==> src/rtl/pipe_addsub_pkg.sv <==
// Shared definitions for the pipelined add/subtract unit: op encodings and
// the stage-count helper used to size the pipeline.
package pipe_addsub_pkg;

    localparam logic OP_ADD = 1'b0;
    localparam logic OP_SUB = 1'b1;

    function automatic int calc_stages(input int width, input int chunk);
        return width / chunk;
    endfunction

endpackage

==> src/rtl/pipe_addsub_add_chunk.sv <==
// Combinational CHUNK-bit ripple-carry chain built from full-adder cells;
// also exposes the carry into the top bit so the caller can form signed overflow.
module add_chunk
    import pipe_addsub_pkg::*;
#(
    parameter int CHUNK = 4
) (
    input  logic [CHUNK-1:0] x,
    input  logic [CHUNK-1:0] y,
    input  logic             ci,
    output logic [CHUNK-1:0] s,
    output logic             co,
    output logic             c_msb_in
);

    logic [CHUNK:0] c;

    assign c[0] = ci;

    for (genvar i = 0; i < CHUNK; i++) begin : g_fa
        assign s[i]   = x[i] ^ y[i] ^ c[i];
        assign c[i+1] = (x[i] & y[i]) | (c[i] & (x[i] ^ y[i]));
    end

    assign co       = c[CHUNK];
    assign c_msb_in = c[CHUNK-1];

endmodule

==> src/rtl/pipe_addsub.sv <==
// Pipelined WIDTH-bit add/subtract, one CHUNK-bit carry-chained stage per register
// rank, valid/ready handshake. Define PIPE_ADDSUB_SAT_EN to saturate on signed overflow.
module pipe_addsub
    import pipe_addsub_pkg::*;
#(
    parameter int WIDTH = 8,
    parameter int CHUNK = 4
) (
    input  logic             clk,
    input  logic             rst_n,
    input  logic             in_valid,
    output logic             in_ready,
    input  logic [WIDTH-1:0] a,
    input  logic [WIDTH-1:0] b,
    input  logic             cin,
    input  logic             op,
    output logic             out_valid,
    input  logic             out_ready,
    output logic [WIDTH-1:0] sum,
    output logic             cout,
    output logic             ovf,
    output logic             zero
);

    localparam int STAGES = calc_stages(WIDTH, CHUNK);

    logic [STAGES:0]  rdy;
    logic [WIDTH-1:0] b_eff;
    logic             cin_eff;

`ifdef PIPE_ADDSUB_SAT_EN
    function automatic logic [WIDTH-1:0] sat_sum(input logic [WIDTH-1:0] raw,
                                                  input logic ovf_in);
        logic [WIDTH-1:0] lim;
        // Wrapped MSB of 1 means the true result was too positive, and vice versa.
        lim = {~raw[WIDTH-1], {(WIDTH-1){raw[WIDTH-1]}}};
        return ovf_in ? lim : raw;
    endfunction
`endif

    // Subtract is a + ~b + 1; cin only matters for add.
    assign b_eff   = (op == OP_SUB) ? ~b : b;
    assign cin_eff = (op == OP_SUB) ? 1'b1 : cin;

    // in_ready is combinational from out_ready through the ready chain.
    assign rdy[STAGES] = out_ready;
    assign in_ready    = rdy[0];

    for (genvar k = 0; k < STAGES; k++) begin : g_stage
        localparam int RW = WIDTH - (k + 1) * CHUNK;
        localparam int SW = (k + 1) * CHUNK;

        logic [CHUNK-1:0] x_chunk;
        logic [CHUNK-1:0] y_chunk;
        logic [CHUNK-1:0] s_chunk;
        logic             src_c;
        logic             src_v;
        logic             co;
        logic             vld_q;
        logic [SW-1:0]    nxt_s;

        if (k == 0) begin : g_src
            assign x_chunk = a[CHUNK-1:0];
            assign y_chunk = b_eff[CHUNK-1:0];
            assign src_c   = cin_eff;
            assign src_v   = in_valid;
            assign nxt_s   = s_chunk;
        end else begin : g_src
            assign x_chunk = g_stage[k-1].g_mid.a_q[CHUNK-1:0];
            assign y_chunk = g_stage[k-1].g_mid.b_q[CHUNK-1:0];
            assign src_c   = g_stage[k-1].g_mid.c_q;
            assign src_v   = g_stage[k-1].vld_q;
            assign nxt_s   = {s_chunk, g_stage[k-1].g_mid.s_q};
        end

        assign rdy[k] = ~vld_q | rdy[k+1];

        // ---- stage k register boundary ----
        always_ff @(posedge clk or negedge rst_n) begin
            if (!rst_n) begin
                vld_q <= 1'b0;
            end else if (rdy[k]) begin
                vld_q <= src_v;
            end
        end

        if (k < STAGES - 1) begin : g_mid
            logic             c_msb_unused;
            logic [RW-1:0]    a_up;
            logic [RW-1:0]    b_up;
            logic [RW-1:0]    a_q;
            logic [RW-1:0]    b_q;
            logic [SW-1:0]    s_q;
            logic             c_q;

            add_chunk #(.CHUNK(CHUNK)) u_add (
                .x        (x_chunk),
                .y        (y_chunk),
                .ci       (src_c),
                .s        (s_chunk),
                .co       (co),
                .c_msb_in (c_msb_unused)
            );

            // Unconsumed operand chunks ride along, shrinking by one chunk per stage.
            if (k == 0) begin : g_up
                assign a_up = a[WIDTH-1:CHUNK];
                assign b_up = b_eff[WIDTH-1:CHUNK];
            end else begin : g_up
                assign a_up = g_stage[k-1].g_mid.a_q[RW+CHUNK-1:CHUNK];
                assign b_up = g_stage[k-1].g_mid.b_q[RW+CHUNK-1:CHUNK];
            end

            always_ff @(posedge clk or negedge rst_n) begin
                if (!rst_n) begin
                    a_q <= '0;
                    b_q <= '0;
                    s_q <= '0;
                    c_q <= 1'b0;
                end else if (rdy[k] && src_v) begin
                    a_q <= a_up;
                    b_q <= b_up;
                    s_q <= nxt_s;
                    c_q <= co;
                end
            end
        end else begin : g_last
            logic             c_msb;
            logic             ovf_n;
            logic [WIDTH-1:0] fin;

            add_chunk #(.CHUNK(CHUNK)) u_add (
                .x        (x_chunk),
                .y        (y_chunk),
                .ci       (src_c),
                .s        (s_chunk),
                .co       (co),
                .c_msb_in (c_msb)
            );

            assign ovf_n = c_msb ^ co;
`ifdef PIPE_ADDSUB_SAT_EN
            assign fin = sat_sum(nxt_s, ovf_n);
`else
            assign fin = nxt_s;
`endif

            // ---- final stage: result and flags registered together ----
            always_ff @(posedge clk or negedge rst_n) begin
                if (!rst_n) begin
                    sum  <= '0;
                    cout <= 1'b0;
                    ovf  <= 1'b0;
                    zero <= 1'b0;
                end else if (rdy[k] && src_v) begin
                    sum  <= fin;
                    cout <= co;
                    ovf  <= ovf_n;
                    zero <= ~|fin;
                end
            end

            assign out_valid = vld_q;
        end
    end

endmodule

==> config.mk <==
export PLATFORM = sky130hd
export DESIGN_NAME = pipe_addsub
export DESIGN_NICKNAME = d
export VERILOG_FILES = /design/src/rtl/pipe_addsub_pkg.sv /design/src/rtl/pipe_addsub_add_chunk.sv /design/src/rtl/pipe_addsub.sv
export SDC_FILE = /design/constraint.sdc
export NUM_CORES = 1
export LEC_CHECK = 0
export ABC_AREA = 1
export CORE_MARGIN = 2
export CORE_UTILIZATION = 44
export CTS_BUF_LIST = sky130_fd_sc_hd__clkbuf_16
export DETAILED_ROUTE_END_ITERATION = 16
export PLACE_DENSITY = 0.73
export SYNTH_ARGS = -nofsm -noshare
export SYNTH_HDL_FRONTEND = slang
export SYNTH_SLANG_ARGS = --single-unit
==> constraint.sdc <==
create_clock -name clk -period 3.3 [get_ports clk]
set_clock_uncertainty 0.05 [all_clocks]
set_input_delay 0.495 -clock clk [delete_from_list [all_inputs] [get_ports clk]]
set_output_delay 0.495 -clock clk [all_outputs]
set_load 0.05 [all_outputs]
# --- Yosys cells after proc, flatten, opt, wreduce, memory -nomap -nowiden ---
# Index checks and enable logic that the tools add are counted.
# Widths: inputs -> output; s select.
word_totals:
  reg_bits: 26
  out_inout_bits: 13
  in_bits: 22
classes:
  muxes: 2
  reduce_logical: 4
  bitwise: 46
op_table:
  columns: ["operator", "n"]
  rows:
  - ["$xor 1x1->1", 17]
  - ["$and 1x1->1", 16]
  - ["$or 1x1->1", 10]
  - ["$mux 8", 1]
  - ["$not 8->8", 1]
  - ["$reduce_or 8->1", 1]
  - ["$logic_and 1x1->1", 2]
  - ["$not 1->1", 2]
  - ["$logic_not 1->1", 1]
  - ["$mux 1", 1]

# --- Logic depth before layout (Yosys ltp) ---
depth:
  word_depth: 11
  mapped_depth: 11

# --- Modules after synthesis ---
# From an unflattened synthesis, not the netlist that was laid out.
unflattened:
  cells_unflattened: 147
  area_unflattened_um2: 1336.3
by_module_without_submodules:
  columns: ["mod", "area_per_inst_um2", "instances", "cells_each"]
  rows:
  - ["pipe_addsub", 1116.1, 1, 123]
  - ["add_chunk", 110.1, 2, 12]

# --- Worst setup path after synthesis ---
# OpenSTA, ideal clock, no wires.
synth_path:
  path_type: "input to register"
  from: "in op"
  to: "reg g_stage[0].g_mid.s_q[3]"
  stages: 10
  arrival_ns: 2.462
  required_ns: 3.133
  path_slack_ns: 0.671
  setup_ns: 0.117
  n_path_buf: 1
  cell_sequence: "buf_4 -> or2_2 -> fa_1 -> fa_1 -> inv_1 -> fa_1 -> inv_1 -> fa_1 -> nand2_1 -> nand2_1"
synth_between:
  elab_chain_cells: 9
synth_lines:
  columns: ["item", "line_no", "text"]
  rows:
  - ["from (decl)", "pipe_addsub.sv:16", "input logic op,"]
  - ["$mux 8", "pipe_addsub.sv:42", "assign b_eff = (op == OP_SUB) ? ~b : b;"]
  - ["$xor 1x1->1", "pipe_addsub_add_chunk.sv:22", "assign c[i+1] = (x[i] & y[i]) | (c[i] & (x[i] ^ y[i]));"]
  - ["$and 1x1->1", "pipe_addsub_add_chunk.sv:22", null]
  - ["$or 1x1->1", "pipe_addsub_add_chunk.sv:22", null]
  - ["$and 1x1->1", "pipe_addsub_add_chunk.sv:22", null]
  - ["$or 1x1->1", "pipe_addsub_add_chunk.sv:22", null]
  - ["$and 1x1->1", "pipe_addsub_add_chunk.sv:22", null]
  - ["$or 1x1->1", "pipe_addsub_add_chunk.sv:22", null]
  - ["$xor 1x1->1 *", "pipe_addsub_add_chunk.sv:21", "assign s[i] = x[i] ^ y[i] ^ c[i];"]
  - ["named net g_stage[0].g_mid.u_add.s[3]", "pipe_addsub_add_chunk.sv:11", "output logic [CHUNK-1:0] s,"]
  - ["to (signal assigned)", "pipe_addsub.sv:123", "s_q <= nxt_s;"]
  - ["to (decl)", "pipe_addsub.sv:93", "logic [SW-1:0] s_q;"]
# Mark *: on every way through the listed nets, which the timed path passes. The rest lies on a longest branch.
# A chain may end at the register's enable or synchronous reset.

# --- Worst setup path after layout ---
# Same ends and word-level chain as after synthesis.

==> metrics <==
Clock Path Buffers=2; crit-path cells=clkdlybuf4s50_1 -> or2_2 -> fa_1 -> fa_1 -> inv_1 -> fa_1 -> inv_1 -> fa_1 -> nand2_1 -> nand2_1; clk root buf=clkbuf_16; Chip Height=59.2 µm; most numerous cell in the Yosys netlist=nand2_1; post-route clock period utilization=0.840; Cell Area, Synth=0.00134 mm²; Syn Inst Count=142; CTS tree=done; DR DRC count=0; initial antenna violation count=0; first-pass GRT wire length=3.72 mm; post-synth top area share=0.486; yosys warns=0; worst-skew pair later-pin latency=250 ps; final core utilization=0.591; setup violators final=0; Mapped Avg Cell Area=9.44 µm²; DR iter-0 viols=30; async set-reset flop share out of synthesis=1.00; number of nets with antenna violations after routing=0; Power, Total=1.25 mW; H-tree Lvls=1; Top delay family on crit path=adder cells; sequential element share of the synthesized area=0.486; mean number of vias per cell=4.54; CP Buf/Inv Count=3; I/O Pins=35; Port Buffers=34; Setup crit end kind=flip-flop; pins over their slew limit=0; slowest library cell on the worst path=clkdlybuf4s50_1; post_cts resized=0; arrival time worst endpoint=2870 ps; Most used DFF post-synth=dfrtp_1; vias in the first global route=925; # diodes=0; CTS buffer count=3; Area growth syn-to-layout=31.3%; HP Class=reg -> reg; Worst Path Max Fanout=3; share of cells above drive strength 1=0.0625; Core ar.=0.00298 mm²; RSZ-0062 raised after global routing=no; register bit count reported by yosys=26; total power per unit cell area=713 mW/mm²; WS Path Type=in -> reg; Syn Nets=172; leading area contributor after synthesis=dfrtp_1; Synth Area in XOR/XNOR=0.0588; status=finished clean; max cap viols=0; worst hold slack=431 ps; drt total wl=2.20 mm; nets=208; mux cell area share after synthesis=0; setup TNS=0 ps; gpl congestion=0.737; CTS sink count=26; Non-Filler Instances=209; Post-synth EDFFs=0; Slew HR=0.642; Synth Area in Adders=0.120; Critical Path Start Type=primary input; fin crit period=2770 ps; drt wl/cell=10.5 µm; num rows=20; f_max=361 MHz; Post-CTS Setup Bufs=0; chip width=59.2 µm; GRT Residual Overflow=0; gr usage total=0.140; crit-path max cell delay=450 ps; largest family of logic cells by synthesized area=simple AND/OR/NAND/NOR gates; die area=0.00350 mm²; detailed placer's ending HPWL=1.81 mm; largest net degree at the start of global routing=27; DP Cell Count=206; most common library cells after synthesis=nand2_1 (56), dfrtp_1 (26), inv_1 (17); effective utilization at floorplan=0.450; Reg clk slew, reported paths=60 ps; Via Count=949; Yosys cell types=19; # hold bufs at CTS=0; worst path required time=3400 ps; cell mode on critical path=fa_1; Peak VDD IR=0.216 mV; Fin. Hold Viols=0; Leakage=0.870 nW; worst slew pin tran=536 ps; Compound-Gate Fraction of Synth Area=0.0448; ranking of synthesized cells by area=dfrtp_1 (49%), nand2_1 (16%), fa_1 (12%); Post-Synth Simple-Gate Area=0.197; DRT Pass-1 Iters=4
-- report_power, final --
group	total [mW]	switching, mW	internal [mW]
Clock	0.253	0.0934	0.160
Combinational	0.543	0.349	0.195
Sequential	0.457	0.0517	0.406
Total	1.25	0.494	0.760
-- placed cells by master, fill, tap and decap left out --
| cell | n |
|---|---|
| inv_4 | 1 |
| inv_1 | 17 |
| buf_4 | 2 |
| clkbuf_16 | 3 |
| xor2_1 | 8 |
| nand3_4 | 1 |
| nand3_1 | 1 |
| nand2_4 | 1 |
| nor2_1 | 2 |
| o21ai_1 | 3 |
| nand2_2 | 1 |
| fa_1 | 8 |
| inv_2 | 1 |
| o21ai_0 | 8 |
| dfrtp_1 | 26 |
| a21oi_1 | 1 |
| or2_2 | 1 |
| xnor2_1 | 1 |
| nand2_1 | 56 |
| clkdlybuf4s50_1 | 34 |
-- cell type report --
cell class / count / area, µm²
timing repair buffer: 36 / 355
inverter: 19 / 73.8
clock buffer: 3 / 75.1
multi-input combinational: 92 / 563
sequential: 26 / 651
tap: 33 / 41.3
fill: 260 / 1220
-- flip-flops by register name, summed over array words and instances (netlist names) --
register,cells
g_stage.vld_q,1
g_stage.g_mid.a_q,4
g_stage.g_mid.c_q,1
g_stage.g_mid.b_q,4
g_stage.g_mid.s_q,4
ovf,1
sum,8
out_valid,1
cout,1
zero,1
-- metrics by stage --
stage	cell area, µm²	worst slack [ps]
CTS	1760	530
floorplan	1340	671
finish	1760	530
global placement	1680	325
global route	1760	430
detailed placement	1680	262
-- final timing paths --
kind                                                             to                                 from  slack [ps]  cells past startpoint
worst max-delay path            g_stage[0].g_mid.s_q[3]$_DFFE_PN0P_                                   op         530                     10
worst min-delay path                             sum[4]$_DFFE_PN0P_                   sum[4]$_DFFE_PN0P_         430                      2
worst max register to register                     zero$_DFFE_PN0P_  g_stage[0].g_mid.a_q[0]$_DFFE_PN0P_         900                     11
worst min register to register                   sum[4]$_DFFE_PN0P_                   sum[4]$_DFFE_PN0P_         430                      2
max in group asynchronous       g_stage[0].g_mid.s_q[2]$_DFFE_PN0P_                                rst_n        2400                      2
min in group asynchronous                        sum[1]$_DFFE_PN0P_                                rst_n         560                      2
-- cell families (layout without fill, tap and decap cells) --
logic type / after synthesis / count (layout)
flops: 26 / 26
simple gates: 63 / 63
compound gates: 12 / 12
fa+ha+maj: 8 / 8
xor+xnor: 9 / 9
buf+inv: 24 / 58
-- layer usage --
layer,track usage,up-vias,part of all wire
li1,-,489,-
met3,0.0197,4,0.046
met5,0,-,0
met1,0.169,426,0.44
met2,0.246,30,0.50
met4,0.0584,0,0.016
-- worst reg2reg max path, stage by stage (launching register included) --
cell     delay, ps
dfrtp_1        390
inv_1           80
fa_1           160
inv_1           50
fa_1           370
fa_1           430
inv_1          100
fa_1           430
nand2_1         70
nor2_1          50
nand3_1         70
nand2_1         50
(Power assumes the default switching activity.)
